### config.mk
export PLATFORM = sky130hd
export DESIGN_NAME = decode_queue
export DESIGN_NICKNAME = d
export VERILOG_FILES = /design/src/rtl/decode_queue.sv
export SDC_FILE = /design/constraint.sdc
export NUM_CORES = 1
export LEC_CHECK = 0
export BUFFER_PORTS_ARGS = -buffer_cell sky130_fd_sc_hd__buf_2
export CORE_UTILIZATION = 30
export DETAILED_ROUTE_END_ITERATION = 6
export GPL_ROUTABILITY_DRIVEN = 1
export MAX_ROUTING_LAYER = met4
export SYNTH_ARGS = -nofsm -noshare
export SYNTH_HDL_FRONTEND = slang
export SYNTH_SLANG_ARGS = --single-unit
### constraint.sdc
create_clock -name clk_in -period 7.2 [get_ports clk_in]
set_input_delay 0 -clock clk_in [delete_from_list [all_inputs] [get_ports clk_in]]
set_output_delay 0 -clock clk_in [all_outputs]
set_load 0.02 [all_outputs]
### src/rtl/decode_queue.sv
// RV32I decode stage feeding a DEPTH-entry FIFO of decoded instructions.
// Optional macro DECODE_MULDIV_EN adds M-extension decode with muldiv_out/mdFunc_out.
package decode_queue_pkg;
  typedef enum logic [3:0] {
    NOP = 4'd0, OP = 4'd1, OPIMM = 4'd2, LUI = 4'd3, AUIPC = 4'd4,
    JAL = 4'd5, JALR = 4'd6, BRANCH = 4'd7, LOAD = 4'd8, STORE = 4'd9
  } itype_e;

  typedef enum logic [3:0] {
    Add = 4'd0, Sub = 4'd1, And = 4'd2, Or = 4'd3, Xor = 4'd4, Slt = 4'd5,
    Sltu = 4'd6, Sll = 4'd7, Srl = 4'd8, Sra = 4'd9, NoAlu = 4'd15
  } alu_e;

  // AT marks unconditional jumps, Dbr marks "not a branch"
  typedef enum logic [2:0] {
    Eq = 3'd0, Neq = 3'd1, Lt = 3'd2, Ltu = 3'd3, Ge = 3'd4, Geu = 3'd5,
    AT = 3'd6, Dbr = 3'd7
  } br_e;

  function automatic alu_e alu_from_f3(input logic [2:0] f3);
    case (f3)
      3'd0:    return Add;
      3'd1:    return Sll;
      3'd2:    return Slt;
      3'd3:    return Sltu;
      3'd4:    return Xor;
      3'd5:    return Srl;
      3'd6:    return Or;
      default: return And;
    endcase
  endfunction
endpackage

module decode_queue
  import decode_queue_pkg::*;
#(
  parameter int DEPTH = 4,
  parameter int PC_W  = 32
) (
  input  logic                       clk_in,
  input  logic                       rst_in,
  input  logic                       flush_in,
  input  logic                       inst_valid_in,
  input  logic [31:0]                inst_in,
  input  logic [PC_W-1:0]            pc_in,
  output logic                       inst_ready_out,
  output logic                       dec_valid_out,
  input  logic                       dec_ready_in,
  output logic [3:0]                 iType_out,
  output logic [3:0]                 aluFunc_out,
  output logic [2:0]                 brFunc_out,
  output logic [31:0]                imm_out,
  output logic [4:0]                 rs1_out,
  output logic [4:0]                 rs2_out,
  output logic [4:0]                 rd_out,
  output logic [PC_W-1:0]            pc_out,
  output logic                       illegal_out,
`ifdef DECODE_MULDIV_EN
  output logic                       muldiv_out,
  output logic [2:0]                 mdFunc_out,
`endif
  output logic [$clog2(DEPTH+1)-1:0] count_out
);
  localparam int PTR_W = $clog2(DEPTH);
  localparam int CNT_W = $clog2(DEPTH+1);

  localparam logic [6:0] OPC_OP     = 7'b0110011;
  localparam logic [6:0] OPC_OPIMM  = 7'b0010011;
  localparam logic [6:0] OPC_LOAD   = 7'b0000011;
  localparam logic [6:0] OPC_STORE  = 7'b0100011;
  localparam logic [6:0] OPC_BRANCH = 7'b1100011;
  localparam logic [6:0] OPC_LUI    = 7'b0110111;
  localparam logic [6:0] OPC_AUIPC  = 7'b0010111;
  localparam logic [6:0] OPC_JAL    = 7'b1101111;
  localparam logic [6:0] OPC_JALR   = 7'b1100111;
  localparam logic [6:0] OPC_SYSTEM = 7'b1110011;

  typedef struct packed {
    logic [3:0]      itype;
    logic [3:0]      alu;
    logic [2:0]      br;
    logic [31:0]     imm;
    logic [4:0]      rs1;
    logic [4:0]      rs2;
    logic [4:0]      rd;
    logic            ill;
`ifdef DECODE_MULDIV_EN
    logic            md;
    logic [2:0]      mdf;
`endif
    logic [PC_W-1:0] pc;
  } entry_t;

  logic [6:0]  opcode_s, funct7_s;
  logic [2:0]  funct3_s;
  logic [31:0] imm_i_s, imm_s_s, imm_b_s, imm_u_s, imm_j_s;
  logic        bad_s;
  entry_t      dec_s;

  assign opcode_s = inst_in[6:0];
  assign funct3_s = inst_in[14:12];
  assign funct7_s = inst_in[31:25];
  assign imm_i_s  = {{20{inst_in[31]}}, inst_in[31:20]};
  assign imm_s_s  = {{20{inst_in[31]}}, inst_in[31:25], inst_in[11:7]};
  assign imm_b_s  = {{19{inst_in[31]}}, inst_in[31], inst_in[7], inst_in[30:25], inst_in[11:8], 1'b0};
  assign imm_u_s  = {inst_in[31:12], 12'h000};
  assign imm_j_s  = {{11{inst_in[31]}}, inst_in[31], inst_in[19:12], inst_in[20], inst_in[30:21], 1'b0};

  // Combinational RV32I decode of the instruction offered by fetch.
  always_comb begin
    dec_s       = '0;
    dec_s.itype = NOP;
    dec_s.alu   = NoAlu;
    dec_s.br    = Dbr;
    dec_s.pc    = pc_in;
    bad_s       = 1'b0;
    case (opcode_s)
      OPC_OP: begin
        dec_s.itype = OP;
        dec_s.rs1   = inst_in[19:15];
        dec_s.rs2   = inst_in[24:20];
        dec_s.rd    = inst_in[11:7];
        if (funct7_s == 7'h00) begin
          dec_s.alu = alu_from_f3(funct3_s);
        end else if (funct7_s == 7'h20 && funct3_s == 3'd0) begin
          dec_s.alu = Sub;
        end else if (funct7_s == 7'h20 && funct3_s == 3'd5) begin
          dec_s.alu = Sra;
`ifdef DECODE_MULDIV_EN
        end else if (funct7_s == 7'h01) begin
          dec_s.md  = 1'b1;
          dec_s.mdf = funct3_s;
`endif
        end else begin
          bad_s = 1'b1;
        end
      end
      OPC_OPIMM: begin
        dec_s.itype = OPIMM;
        dec_s.rs1   = inst_in[19:15];
        dec_s.rd    = inst_in[11:7];
        dec_s.imm   = imm_i_s;
        // shift amounts only use imm[4:0]; imm[11:5] selects logical vs arithmetic
        if (funct3_s == 3'd1) begin
          if (funct7_s == 7'h00) dec_s.alu = Sll;
          else                   bad_s = 1'b1;
        end else if (funct3_s == 3'd5) begin
          if (funct7_s == 7'h00)      dec_s.alu = Srl;
          else if (funct7_s == 7'h20) dec_s.alu = Sra;
          else                        bad_s = 1'b1;
        end else begin
          dec_s.alu = alu_from_f3(funct3_s);
        end
      end
      OPC_LOAD: begin
        dec_s.itype = LOAD;
        dec_s.alu   = Add;
        dec_s.rs1   = inst_in[19:15];
        dec_s.rd    = inst_in[11:7];
        dec_s.imm   = imm_i_s;
        if (funct3_s == 3'd3 || funct3_s > 3'd5) bad_s = 1'b1;
        else                                     bad_s = 1'b0;
      end
      OPC_STORE: begin
        dec_s.itype = STORE;
        dec_s.alu   = Add;
        dec_s.rs1   = inst_in[19:15];
        dec_s.rs2   = inst_in[24:20];
        dec_s.imm   = imm_s_s;
        if (funct3_s > 3'd2) bad_s = 1'b1;
        else                 bad_s = 1'b0;
      end
      OPC_BRANCH: begin
        dec_s.itype = BRANCH;
        dec_s.rs1   = inst_in[19:15];
        dec_s.rs2   = inst_in[24:20];
        dec_s.imm   = imm_b_s;
        case (funct3_s)
          3'd0:    dec_s.br = Eq;
          3'd1:    dec_s.br = Neq;
          3'd4:    dec_s.br = Lt;
          3'd5:    dec_s.br = Ge;
          3'd6:    dec_s.br = Ltu;
          3'd7:    dec_s.br = Geu;
          default: bad_s = 1'b1;
        endcase
      end
      OPC_LUI, OPC_AUIPC: begin
        dec_s.itype = (opcode_s == OPC_LUI) ? LUI : AUIPC;
        dec_s.alu   = Add;
        dec_s.rd    = inst_in[11:7];
        dec_s.imm   = imm_u_s;
      end
      OPC_JAL: begin
        dec_s.itype = JAL;
        dec_s.alu   = Add;
        dec_s.br    = AT;
        dec_s.rd    = inst_in[11:7];
        dec_s.imm   = imm_j_s;
      end
      OPC_JALR: begin
        dec_s.itype = JALR;
        dec_s.alu   = Add;
        dec_s.br    = AT;
        dec_s.rs1   = inst_in[19:15];
        dec_s.rd    = inst_in[11:7];
        dec_s.imm   = imm_i_s;
        if (funct3_s != 3'd0) bad_s = 1'b1;
        else                  bad_s = 1'b0;
      end
      OPC_SYSTEM: bad_s = 1'b0;
      default:    bad_s = 1'b1;
    endcase
    if (bad_s) begin
      dec_s       = '0;
      dec_s.itype = NOP;
      dec_s.alu   = NoAlu;
      dec_s.br    = Dbr;
      dec_s.ill   = 1'b1;
      dec_s.pc    = pc_in;
    end else begin
      dec_s.ill   = 1'b0;
    end
  end

  entry_t             mem_q [DEPTH];
  entry_t             head_s;
  logic [PTR_W-1:0]   wr_ptr_q, wr_ptr_d, rd_ptr_q, rd_ptr_d;
  logic [CNT_W-1:0]   count_q, count_d;
  logic               push_s, pop_s;

  assign inst_ready_out = (count_q < CNT_W'(DEPTH));
  assign dec_valid_out  = (count_q != '0);
  assign push_s         = inst_valid_in && inst_ready_out && !flush_in;
  assign pop_s          = dec_valid_out && dec_ready_in && !flush_in;

  // Pointer and occupancy next-state; flush clears everything.
  always_comb begin
    wr_ptr_d = wr_ptr_q;
    rd_ptr_d = rd_ptr_q;
    count_d  = count_q;
    if (flush_in) begin
      wr_ptr_d = '0;
      rd_ptr_d = '0;
      count_d  = '0;
    end else begin
      if (push_s) wr_ptr_d = wr_ptr_q + PTR_W'(1);
      else        wr_ptr_d = wr_ptr_q;
      if (pop_s)  rd_ptr_d = rd_ptr_q + PTR_W'(1);
      else        rd_ptr_d = rd_ptr_q;
      case ({push_s, pop_s})
        2'b10:   count_d = count_q + CNT_W'(1);
        2'b01:   count_d = count_q - CNT_W'(1);
        default: count_d = count_q;
      endcase
    end
  end

  // Queue control state register.
  always_ff @(posedge clk_in) begin
    if (rst_in) begin
      wr_ptr_q <= '0;
      rd_ptr_q <= '0;
      count_q  <= '0;
    end else begin
      wr_ptr_q <= wr_ptr_d;
      rd_ptr_q <= rd_ptr_d;
      count_q  <= count_d;
    end
  end

  // Entry storage; contents are don't-care until counted as occupied.
  always_ff @(posedge clk_in) begin
    if (push_s) mem_q[wr_ptr_q] <= dec_s;
  end

  assign head_s      = mem_q[rd_ptr_q];
  assign iType_out   = dec_valid_out ? head_s.itype : 4'd0;
  assign aluFunc_out = dec_valid_out ? head_s.alu   : 4'd0;
  assign brFunc_out  = dec_valid_out ? head_s.br    : 3'd0;
  assign imm_out     = dec_valid_out ? head_s.imm   : 32'd0;
  assign rs1_out     = dec_valid_out ? head_s.rs1   : 5'd0;
  assign rs2_out     = dec_valid_out ? head_s.rs2   : 5'd0;
  assign rd_out      = dec_valid_out ? head_s.rd    : 5'd0;
  assign pc_out      = dec_valid_out ? head_s.pc    : '0;
  assign illegal_out = dec_valid_out ? head_s.ill   : 1'b0;
`ifdef DECODE_MULDIV_EN
  assign muldiv_out  = dec_valid_out ? head_s.md    : 1'b0;
  assign mdFunc_out  = dec_valid_out ? head_s.mdf   : 3'd0;
`endif
  assign count_out   = count_q;
endmodule

==> parameters.txt, run 1 <==
Parameter                              Value

Status
  Outcome ... finished clean

Final layout
  Combined area of the multi-input logic cells ... 3880 um2
  Layout filler cell count ... 4723
  Nets ... 1130
  Layout cells sized above 1 ... 31.1%
  Most frequent cells in the layout ... 364 x sky130_fd_sc_hd__edfxtp_1, 164 x sky130_fd_sc_hd__buf_2, 91 x sky130_fd_sc_hd__mux4_2, 91 x sky130_fd_sc_hd__and2_1, 63 x sky130_fd_sc_hd__dlygate4sd3_1
  Antenna Cells ... 0
  Area added between synthesis and finish ... 22.6%
  Most common cell after layout, fill and taps aside ... sky130_fd_sc_hd__edfxtp_1
  Final Cell Area ... 18700 um2
  Storage cell area ... 11100 um2

Synth
  Fraction of the mapped netlist area in compound gates ... 2.78%
  Share of the synthesized netlist area taken by xor and xnor gates ... 0.345%
  Primary flip-flop cell chosen by synthesis mapping ... sky130_fd_sc_hd__edfxtp_1
  Post-synthesis async set-or-reset flop share ... 0%
  Mapped Avg Cell Area ... 18.5 um2
  Unique masters post-synth ... 54
  Post-synthesis instance area ... 15200 um2
  Post-synthesis net count ... 899
  Yosys warning count ... 0
  Mux contribution to synthesized area ... 13.5%
  Cells after synthesis ... 824
  Dominant combinational cell family by area after synthesis ... multiplexers
  Post-synthesis register bit count ... 373
  Sequential-to-total area share from yosys stat ... 73.0%
  Number of enable flip-flop cells after synthesis ... 364
  Simple-gate share of the synthesized area ... 8.25%
  Synth Area in Adders ... 0.543%

Die
  Top-level port count ... 165
  Die Footprint ... 51600 um2
  Initial standard-cell utilization of the core ... 30.4%
  Core region area ... 50100 um2
  Chip height ... 227 um
  Number of rows created at floorplan ... 82
  Chip Width ... 227 um

Clocking
  Clock insertion delay at the later pin of the skew report ... 580 ps
  Clock Path Buffers ... 3
  Root buffer cell ... sky130_fd_sc_hd__clkbuf_16
  Number of H-tree branching levels ... 2
  Inserted Clock Buffers ... 41
  Clock transition at path regs ... 60 ps
  Clock Sink Count ... 373
  CTS tree ... done

Critical path
  Number of buffers and inverters on the critical path ... 3
  Register-to-register path setup slack ... 4100 ps
  Critical path cell sequence ... dlygate4sd3_1 -> buf_2 -> nand4bb_1 -> or2_0 -> a211oi_1 -> nor3_4 -> inv_2 -> or4_1
  Worst Path Arrival ... 3470 ps
  Crit-path max cell delay ... 700 ps
  Reg-to-reg critical path endpoint ... mem_q[3][8]
  Standard cell with the maximum stage delay on the critical path ... sky130_fd_sc_hd__nor3_4
  CP Capture Type ... register
  Required time of the critical path ... 7480 ps
  Beginning of the worst register-to-register path ... count_out[2]
  Delay-heaviest family, CP ... simple AND/OR/NAND/NOR gates
  Nature of the critical path startpoint ... input pin
  Reg2Reg Depth ... 5
  Type of the worst setup path ... input pin to register
  Biggest fanout along the worst timing path ... 33

Placement
  Routability-driven placement congestion ratio ... 0.800
  IO buf count ... 164
  Hpwl dp ... 22600 um
  Cell area after placement ... 16800 um2

STA
  Worst Hold Margin ... 51.2 ps
  Worst clock skew on the final layout ... 25.2 ps
  Slew @ Worst Pin ... 1010 ps
  Final-report max-slew violation count ... 0
  Number of setup violations in the final report ... 0
  Setup_tns ... 0 ps
  Final clock period utilization by the worst path ... 44.3%
  Highest achievable clock rate ... 313 MHz
  Worst relative slew slack ... 32.9%
  Final-report hold violation count ... 0
  Final period demand of the worst path ... 3190 ps
  RSZ-0062 raised after global routing ... no

Routing
  Number of design rule violations left after detail routing ... 0
  Vias per Instance ... 4.76
  Via Count ... 8370
  Antenna-violating nets left ... 0
  Detailed Routing Iterations Pass 1 ... 4
  Routed WL per cell ... 21.3 um
  Iteration-0 DRC count of the detailed router ... 616
  Post-Route WL ... 37400 um

Power
  Final Power ... 4.59 mW
  Cell area power density ... 246 nW/um2
  Max IR drop VDD ... 0.196 mV
  Leakage Power ... 6.41 nW

GRT
  Number of global-route vias before repair ... 8535
  Total global routing overflow ... 0
  Number of antenna violations at the first check in global routing ... 0
  Wire length of the first global-routing pass ... 54200 um
  Maximum number of pins on one net before global-route repair ... 93
  Total routing resource utilization after global routing ... 15.0%

Min path
  Source of the worst hold timing path ... inst_in[14]
  Hold path endpoint ... mem_q[0][62]
  Hold depth ... 3
  Class of the tightest hold or removal check ... input pin to register

Job
  Count of max-cap constraint violations ... 0
[registers in the layout, indices dropped and copies added, names as in the netlist, named ones only]
signal and flops:
count_out 3, mem_q 364, rd_ptr_q 2, wr_ptr_q 2
[layout make-up]
type,instances,area share [%]
tap,672,4.51
multi-input combinational,392,20.8
sequential,373,59.6
inverter,10,0.201
clock buffer,51,5.75
clock inverter,23,0.986
timing repair buffer,237,8.18
[report_power, final]
part	internal (mW)	leakage [nW]	switching [mW]
Combinational	0.0965	2.27	0.134
Clock	1.10	0.609	0.852
Sequential	2.40	3.54	0.00801
[per-layer routing]
| metal | GRT usage, % | vias up | wire, um |
|---|---|---|---|
| li1 | - | 3717 | - |
| met1 | 19.6 | 4369 | 16800 |
| met2 | 23.9 | 242 | 18100 |
| met3 | 3.11 | 42 | 2030 |
| met4 | 3.44 | 0 | 496 |
| met5 | - | - | 0 |
[cells by family after synthesis]
group / count (synthesis)
AOI/OAI and AO/OA: 70
xor gates and xnor gates: 6
adders and majority gates: 6
buffers and inverters: 59
DFF: 373
muxes: 91
and+or+nand+nor: 219
[worst register-to-register path: cells and delay by family, from the launching register on]
kind / cells / cell delay (ps)
AND/OR/NAND/NOR: 2 / 750
flip-flops: 1 / 350
buffers and inverters: 3 / 1580
[synth_stat cells, types with 4 or more instances]
library cell | n | area share, %
sky130_fd_sc_hd__mux4_2 | 91 | 13
sky130_fd_sc_hd__nand3_1 | 6 | 0.20
sky130_fd_sc_hd__clkbuf_1 | 33 | 0.81
sky130_fd_sc_hd__a22oi_1 | 5 | 0.25
sky130_fd_sc_hd__and2_1 | 95 | 3.9
sky130_fd_sc_hd__edfxtp_1 | 364 | 72
sky130_fd_sc_hd__inv_1 | 9 | 0.22
sky130_fd_sc_hd__or2_2 | 4 | 0.16
sky130_fd_sc_hd__nor2_1 | 26 | 0.64
sky130_fd_sc_hd__dfxtp_1 | 9 | 1.2
sky130_fd_sc_hd__nor2b_1 | 5 | 0.21
sky130_fd_sc_hd__nor3_1 | 4 | 0.13
sky130_fd_sc_hd__nand2_1 | 32 | 0.79
sky130_fd_sc_hd__buf_2 | 13 | 0.43
sky130_fd_sc_hd__nand2b_1 | 4 | 0.16
sky130_fd_sc_hd__xor2_1 | 4 | 0.23
sky130_fd_sc_hd__a21oi_1 | 31 | 1.0
sky130_fd_sc_hd__ha_1 | 5 | 0.41
sky130_fd_sc_hd__and3_1 | 23 | 0.95
sky130_fd_sc_hd__or3_1 | 5 | 0.21
sky130_fd_sc_hd__o21ai_0 | 15 | 0.49
[how the worst max path moves through the flow]
| stage | from | end | slack [ps] | cells after the start |
|---|---|---|---|---|
| 3_3_place_gp | inst_in[25] | mem_q[0][80] | 4100 | 7 |
| 5_1_grt | inst_in[2] | mem_q[0][80] | 3810 | 8 |
| 3_5_place_dp | inst_in[3] | mem_q[2][80] | 3980 | 7 |
| 2_1_floorplan | count_out[2] | mem_q[0][0] | 3600 | 2 |
| 6_report | inst_in[2] | mem_q[3][80] | 4010 | 8 |
| 4_1_cts | count_out[2] | mem_q[2][41] | 4020 | 5 |
[stage by stage]
stage	worst slack, ps	utilization (%)	instances
6_report	4010	37.3	1758
5_1_grt	3810	37.3	1758
4_1_cts	4020	37.3	1758
3_5_place_dp	3980	33.5	1621
3_3_place_gp	4100	33.5	1621
2_1_floorplan	3600	-	824
[timing repair]
action,in CTS,in global routing
hold buffers,63,0
setup buffers,0,0
gates resized for setup,0,0
endpoints found under the hold margin,317,0
No activity file was read; power rests on OpenSTA's default activity.
==> inputs of run 2 (changes only) <==
- ABC_AREA: default -> 1
- clock period: 7.2 -> 2.6 ns (I/O delays scaled with it)
==> parameters.txt, run 2 <==
Parameter                              Value

Job
  Count of max-cap constraint violations ... 0

STA
  Final-report max-slew violation count ... 0
  Number of setup violations in the final report ... 0
  Slew @ Worst Pin ... 690 ps
  Final clock period utilization by the worst path ... 92.3%
  Final period demand of the worst path ... 2400 ps
  Setup_tns ... 0 ps
  Highest achievable clock rate ... 417 MHz
  Worst clock skew on the final layout ... 10.2 ps
  Worst setup slack after layout ... 201 ps
  Final-report hold violation count ... 0
  RSZ-0062 raised after global routing ... no
  Worst relative slew slack ... 53.9%

Critical path
  Biggest fanout along the worst timing path ... 20
  Nature of the critical path startpoint ... register
  Worst Path Arrival ... 2400 ps
  Required time of the critical path ... 2600 ps
  CP Capture Type ... output port
  Type of the worst setup path ... register to output port

Synth
  Cells after synthesis ... 1413
  Number of enable flip-flop cells after synthesis ... 364
  Cell taking the most area after synthesis ... sky130_fd_sc_hd__edfxtp_1
  Sequential-to-total area share from yosys stat ... 70.6%
  Yosys warning count ... 0
  Area fraction of the dominant cell type after synthesis ... 69.5%
  Post-synthesis instance area ... 15700 um2
  Post-synthesis register bit count ... 373
  Post-synthesis async set-or-reset flop share ... 0%
  Cells taking the most area after synthesis ... sky130_fd_sc_hd__edfxtp_1 69%, sky130_fd_sc_hd__nor2_1 10%, sky130_fd_sc_hd__o21ai_0 6.4%
  Synth cell count leaders ... 428 x sky130_fd_sc_hd__nor2_1, 364 x sky130_fd_sc_hd__edfxtp_1, 200 x sky130_fd_sc_hd__o21ai_0
  Mapped Avg Cell Area ... 11.1 um2
  Post-synthesis net count ... 1488
  Top-count cell post-synth ... sky130_fd_sc_hd__nor2_1
  Primary flip-flop cell chosen by synthesis mapping ... sky130_fd_sc_hd__edfxtp_1
  Unique masters post-synth ... 31

Routing
  Via Count ... 11.0k
  Number of design rule violations left after detail routing ... 0
  Antenna-violating nets left ... 0
  Detailed Routing Iterations Pass 1 ... 5
  Iteration-0 DRC count of the detailed router ... 749
  Post-Route WL ... 42700 um
  Vias per Instance ... 4.68
  Routed WL per cell ... 18.1 um

Power
  Leakage Power ... 7.13 nW
  Max IR drop VDD ... 0.443 mV
  Cell area power density ... 684 nW/um2

Final layout
  Nets ... 1715
  Most common cell after layout, fill and taps aside ... sky130_fd_sc_hd__nor2_1
  Most frequent cells in the layout ... 424 x sky130_fd_sc_hd__nor2_1, 364 x sky130_fd_sc_hd__edfxtp_1, 200 x sky130_fd_sc_hd__o21ai_0, 164 x sky130_fd_sc_hd__buf_2, 108 x sky130_fd_sc_hd__a21oi_1
  Layout cells sized above 1 ... 18.9%
  Layout filler cell count ... 4985
  Number of flip-flops in the largest register ... 364
  Area added between synthesis and finish ... 24.3%
  Final Cell Area ... 19600 um2
  Top reg by flops ... mem_q

Placement
  Hpwl dp ... 25700 um
  IO buf count ... 164
  Dpl ws ... 460 ps
  Routability-driven placement congestion ratio ... 0.848
  Cell area after placement ... 17600 um2

GRT
  Total global routing overflow ... 0
  Total routing resource utilization after global routing ... 16.3%
  Maximum number of pins on one net before global-route repair ... 107
  Number of antenna violations at the first check in global routing ... 2
  Wire length of the first global-routing pass ... 64100 um
  Number of global-route vias before repair ... 10.6k

Clocking
  Root buffer cell ... sky130_fd_sc_hd__clkbuf_16
  Setup Fix Bufs, Post-CTS ... 0
  CTS resizes ... 0
  Number of H-tree branching levels ... 2
  Inserted Clock Buffers ... 42
  Count of hold-fix buffers inserted at cts ... 62
  Clock Path Buffers ... 3
  CTS tree ... done
  Clock Sink Count ... 373
  Clock transition at path regs ... 60 ps
  Clock insertion delay at the later pin of the skew report ... 560 ps

Die
  Chip height ... 231 um
  Chip Width ... 231 um
  Top-level port count ... 165
  Number of rows created at floorplan ... 83
  Initial standard-cell utilization of the core ... 30.5%
  Core region area ... 51600 um2
  Die Footprint ... 53400 um2

Min path
  Class of the tightest hold or removal check ... input pin to register

Status
  Outcome ... finished clean
-- run 2: cell count changes in the layout (fill, tap and decap cells not counted), sizes merged, moves of 5 or more --
cell / previous run / this run
nand2: 32 / 88
buf: 174 / 199
mux4: 91 / 0
nand3: 6 / 25
and3: 23 / 0
clkinv: 19 / 14
and2: 95 / 0
or3: 5 / 0
o21ai: 16 / 202
inv: 11 / 49
nor2: 27 / 464
nor2b: 5 / 0
a21oi: 31 / 108
-- run 2: final timing paths --
check                from           end  slack (ps)  cells after the start
min           inst_in[12]  mem_q[0][60]          30                      3
min reg2reg  count_out[0]  count_out[0]         520                      2
max              register    imm_out[6]         200                      7
max reg2reg  count_out[1]  count_out[2]         690                      9
-- run 2: logic make-up after synthesis --
group	synth area share, %
AND/OR/NAND/NOR	15.2
flip-flops	70.6
AO/OA/AOI/OAI	10.4
buffers and inverters	3.30
adder cells (fa/ha/maj)	0.525
-- run 2: layout make-up --
cell class,instances,area (um2),area share [%]
well taps,680,851,4.35
clock buffers,54,1120,5.71
flip-flops and latches,373,11100,56.9
diodes,2,5.00,0.0256
repair buffers,261,1890,9.67
multi-input cells,914,4150,21.2
inverters,48,184,0.941
clock inverters,21,236,1.21
-- run 2: per-stage QoR --
stage | std cells | hold WS [ps] | power (mW) | util, %
2_1_floorplan | 1413 | 98.9 | 7.21 | -
5_1_grt | 2353 | 34.4 | 13.8 | 37.9
4_1_cts | 2351 | 0.712 | 13.5 | 37.9
6_report | 2353 | 33.8 | 13.4 | 37.9
3_5_place_dp | 2214 | 217 | 7.57 | 34.1
3_3_place_gp | 2214 | 215 | 7.56 | 34.1
-- run 2: where the power goes --
part	internal, mW	total [mW]	switching, mW
Sequential	6.65	6.68	0.0240
Clock	3.53	5.86	2.33
Combinational	0.279	0.827	0.548
-- run 2: layer usage --
metal,share of wire (%),global-route usage [%],vias to the layer above,routed length (um)
met5,0,-,-,0
met4,1.7,3.68,0,726
met3,6.2,3.82,62,2650
met2,48,26.3,290,20300
met1,44,20.8,5284,18900
li1,-,-,5366,-
-- run 2: worst max-delay path, stage by stage, from the launching register on --
cell,delay [ps]
sky130_fd_sc_hd__dfxtp_4,360
sky130_fd_sc_hd__clkinv_2,360
sky130_fd_sc_hd__buf_4,360
sky130_fd_sc_hd__buf_4,180
sky130_fd_sc_hd__nor2_1,90
sky130_fd_sc_hd__o21ai_0,80
sky130_fd_sc_hd__a21oi_1,200
sky130_fd_sc_hd__buf_2,200
==> inputs of run 3 (changes only) <==
- PLACE_DENSITY: default -> 0.53
==> parameters.txt, run 3 (synthesized netlist as in run 2, its figures left out) <==
Parameter                              Value

Status
  Outcome ... finished clean

Final layout
  Most common cell after layout, fill and taps aside ... sky130_fd_sc_hd__nor2_1
  Layout Cells excl Fill ... 2353
  Most frequent cells in the layout ... 424 x sky130_fd_sc_hd__nor2_1, 364 x sky130_fd_sc_hd__edfxtp_1, 200 x sky130_fd_sc_hd__o21ai_0, 164 x sky130_fd_sc_hd__buf_2, 108 x sky130_fd_sc_hd__a21oi_1
  Nets ... 1716
  Layout cells sized above 1 ... 19.0%
  Area added between synthesis and finish ... 24.7%
  Top reg by flops ... mem_q
  Number of flip-flops in the largest register ... 364
  Final Cell Area ... 19600 um2
  Layout filler cell count ... 5036

STA
  Final period demand of the worst path ... 2300 ps
  Highest achievable clock rate ... 434 MHz
  Final clock period utilization by the worst path ... 88.6%
  Number of setup violations in the final report ... 0
  Slew @ Worst Pin ... 672 ps
  Worst clock skew on the final layout ... 16.9 ps
  Setup_tns ... 0 ps
  Final-report hold violation count ... 0
  RSZ-0062 raised after global routing ... no
  Final-report max-slew violation count ... 0
  Worst relative slew slack ... 55.1%

Min path
  Class of the tightest hold or removal check ... input pin to register

Critical path
  Nature of the critical path startpoint ... register
  Type of the worst setup path ... register to output port
  CP Capture Type ... output port
  Worst Path Arrival ... 2300 ps
  Required time of the critical path ... 2600 ps
  Biggest fanout along the worst timing path ... 71

Die
  Die Footprint ... 53400 um2
  Top-level port count ... 165
  Chip Width ... 231 um
  Initial standard-cell utilization of the core ... 30.5%
  Number of rows created at floorplan ... 83
  Core region area ... 51600 um2
  Chip height ... 231 um

GRT
  Wire length of the first global-routing pass ... 64600 um
  Total global routing overflow ... 0
  Maximum number of pins on one net before global-route repair ... 93
  Total routing resource utilization after global routing ... 16.4%
  Number of antenna violations at the first check in global routing ... 1
  Number of global-route vias before repair ... 10.9k

Clocking
  Number of H-tree branching levels ... 2
  Inserted Clock Buffers ... 42
  CTS resizes ... 0
  Clock insertion delay at the later pin of the skew report ... 560 ps
  Clock Path Buffers ... 3
  Clock transition at path regs ... 60 ps
  Root buffer cell ... sky130_fd_sc_hd__clkbuf_16
  Clock Sink Count ... 373
  CTS tree ... done

Routing
  Antenna-violating nets left ... 0
  Detailed Routing Iterations Pass 1 ... 7
  Post-Route WL ... 43100 um
  Number of design rule violations left after detail routing ... 0
  Routed WL per cell ... 18.3 um
  Iteration-0 DRC count of the detailed router ... 600
  Vias per Instance ... 4.75
  Via Count ... 11.2k

Placement
  Cell Count Post-Placement ... 2213
  Routability-driven placement congestion ratio ... 0.874
  Cell area after placement ... 17600 um2
  IO buf count ... 164
  Hpwl dp ... 25600 um

Power
  Leakage Power ... 7.17 nW
  Final Power ... 13.4 mW
  Cell area power density ... 681 nW/um2
  Max IR drop VDD ... 0.738 mV

Job
  Count of max-cap constraint violations ... 0
==> run 3: report_power, final <==
| group | total [mW] | switching [mW] | leakage (nW) | internal (mW) |
|---|---|---|---|---|
| clock | 5.87 | 2.33 | 0.674 | 3.53 |
| sequential | 6.68 | 0.0255 | 3.55 | 6.65 |
| combinational | 0.815 | 0.544 | 2.95 | 0.271 |
| total | 13.4 | 2.90 | 7.17 | 10.5 |
==> run 3: critical path, cell delays in order (launching register included) <==
cell and delay [ps]:
sky130_fd_sc_hd__dfxtp_4 470, sky130_fd_sc_hd__inv_4 180, sky130_fd_sc_hd__buf_12 280, sky130_fd_sc_hd__o21ai_0 140, sky130_fd_sc_hd__a21oi_1 390, sky130_fd_sc_hd__buf_2 260
==> run 3: routing by layer <==
metal / vias up / part of all wire (%) / routed length, um / global-route usage, %
met2: 271 / 48 / 20600 / 26.7
met1: 5450 / 46 / 19700 / 21.3
li1: 5379 / - / - / -
met4: 0 / 1.9 / 804 / 4.53
met3: 67 / 4.7 / 2020 / 2.63
met5: - / 0 / 0 / -
==> run 3: layout make-up <==
class,count,area [um2],area share (%)
diodes,1,2.50,0.0128
clock buffers,52,1150,5.87
clock inverters,23,216,1.10
inverters,48,184,0.937
multi-input cells,914,4150,21.1
flip-flops and latches,373,11100,56.6
well taps,680,851,4.34
repair buffers,262,1950,9.95
==> run 3: path summary, 6_finish.rpt <==
kind | from | slack (ps) | endpoint | cells after the start
worst max register to register | count_out[1] | 750 | count_out[2] | 9
worst min register to register | count_out[0] | 520 | count_out[0] | 2
worst max-delay path | register | 300 | rs1_out[4] | 5
worst min-delay path | inst_in[14] | 20 | mem_q[0][81] | 3
==> run 3: stage by stage <==
stage	util [%]	setup WS [ps]	hold WS [ps]
final	38.0	296	24.0
after global routing	38.0	161	58.0
after CTS	38.0	8.90	8.58
after detailed placement	34.1	525	221
after global placement	34.1	588	219
after floorplan	-	51.3	98.9
==> run 3: what timing repair did <==
action | in CTS | in global routing
endpoints found under the hold margin | 261 | 0
hold buffers | 63 | 0
setup endpoints to repair | 0 | 9
setup buffers | 0 | 1
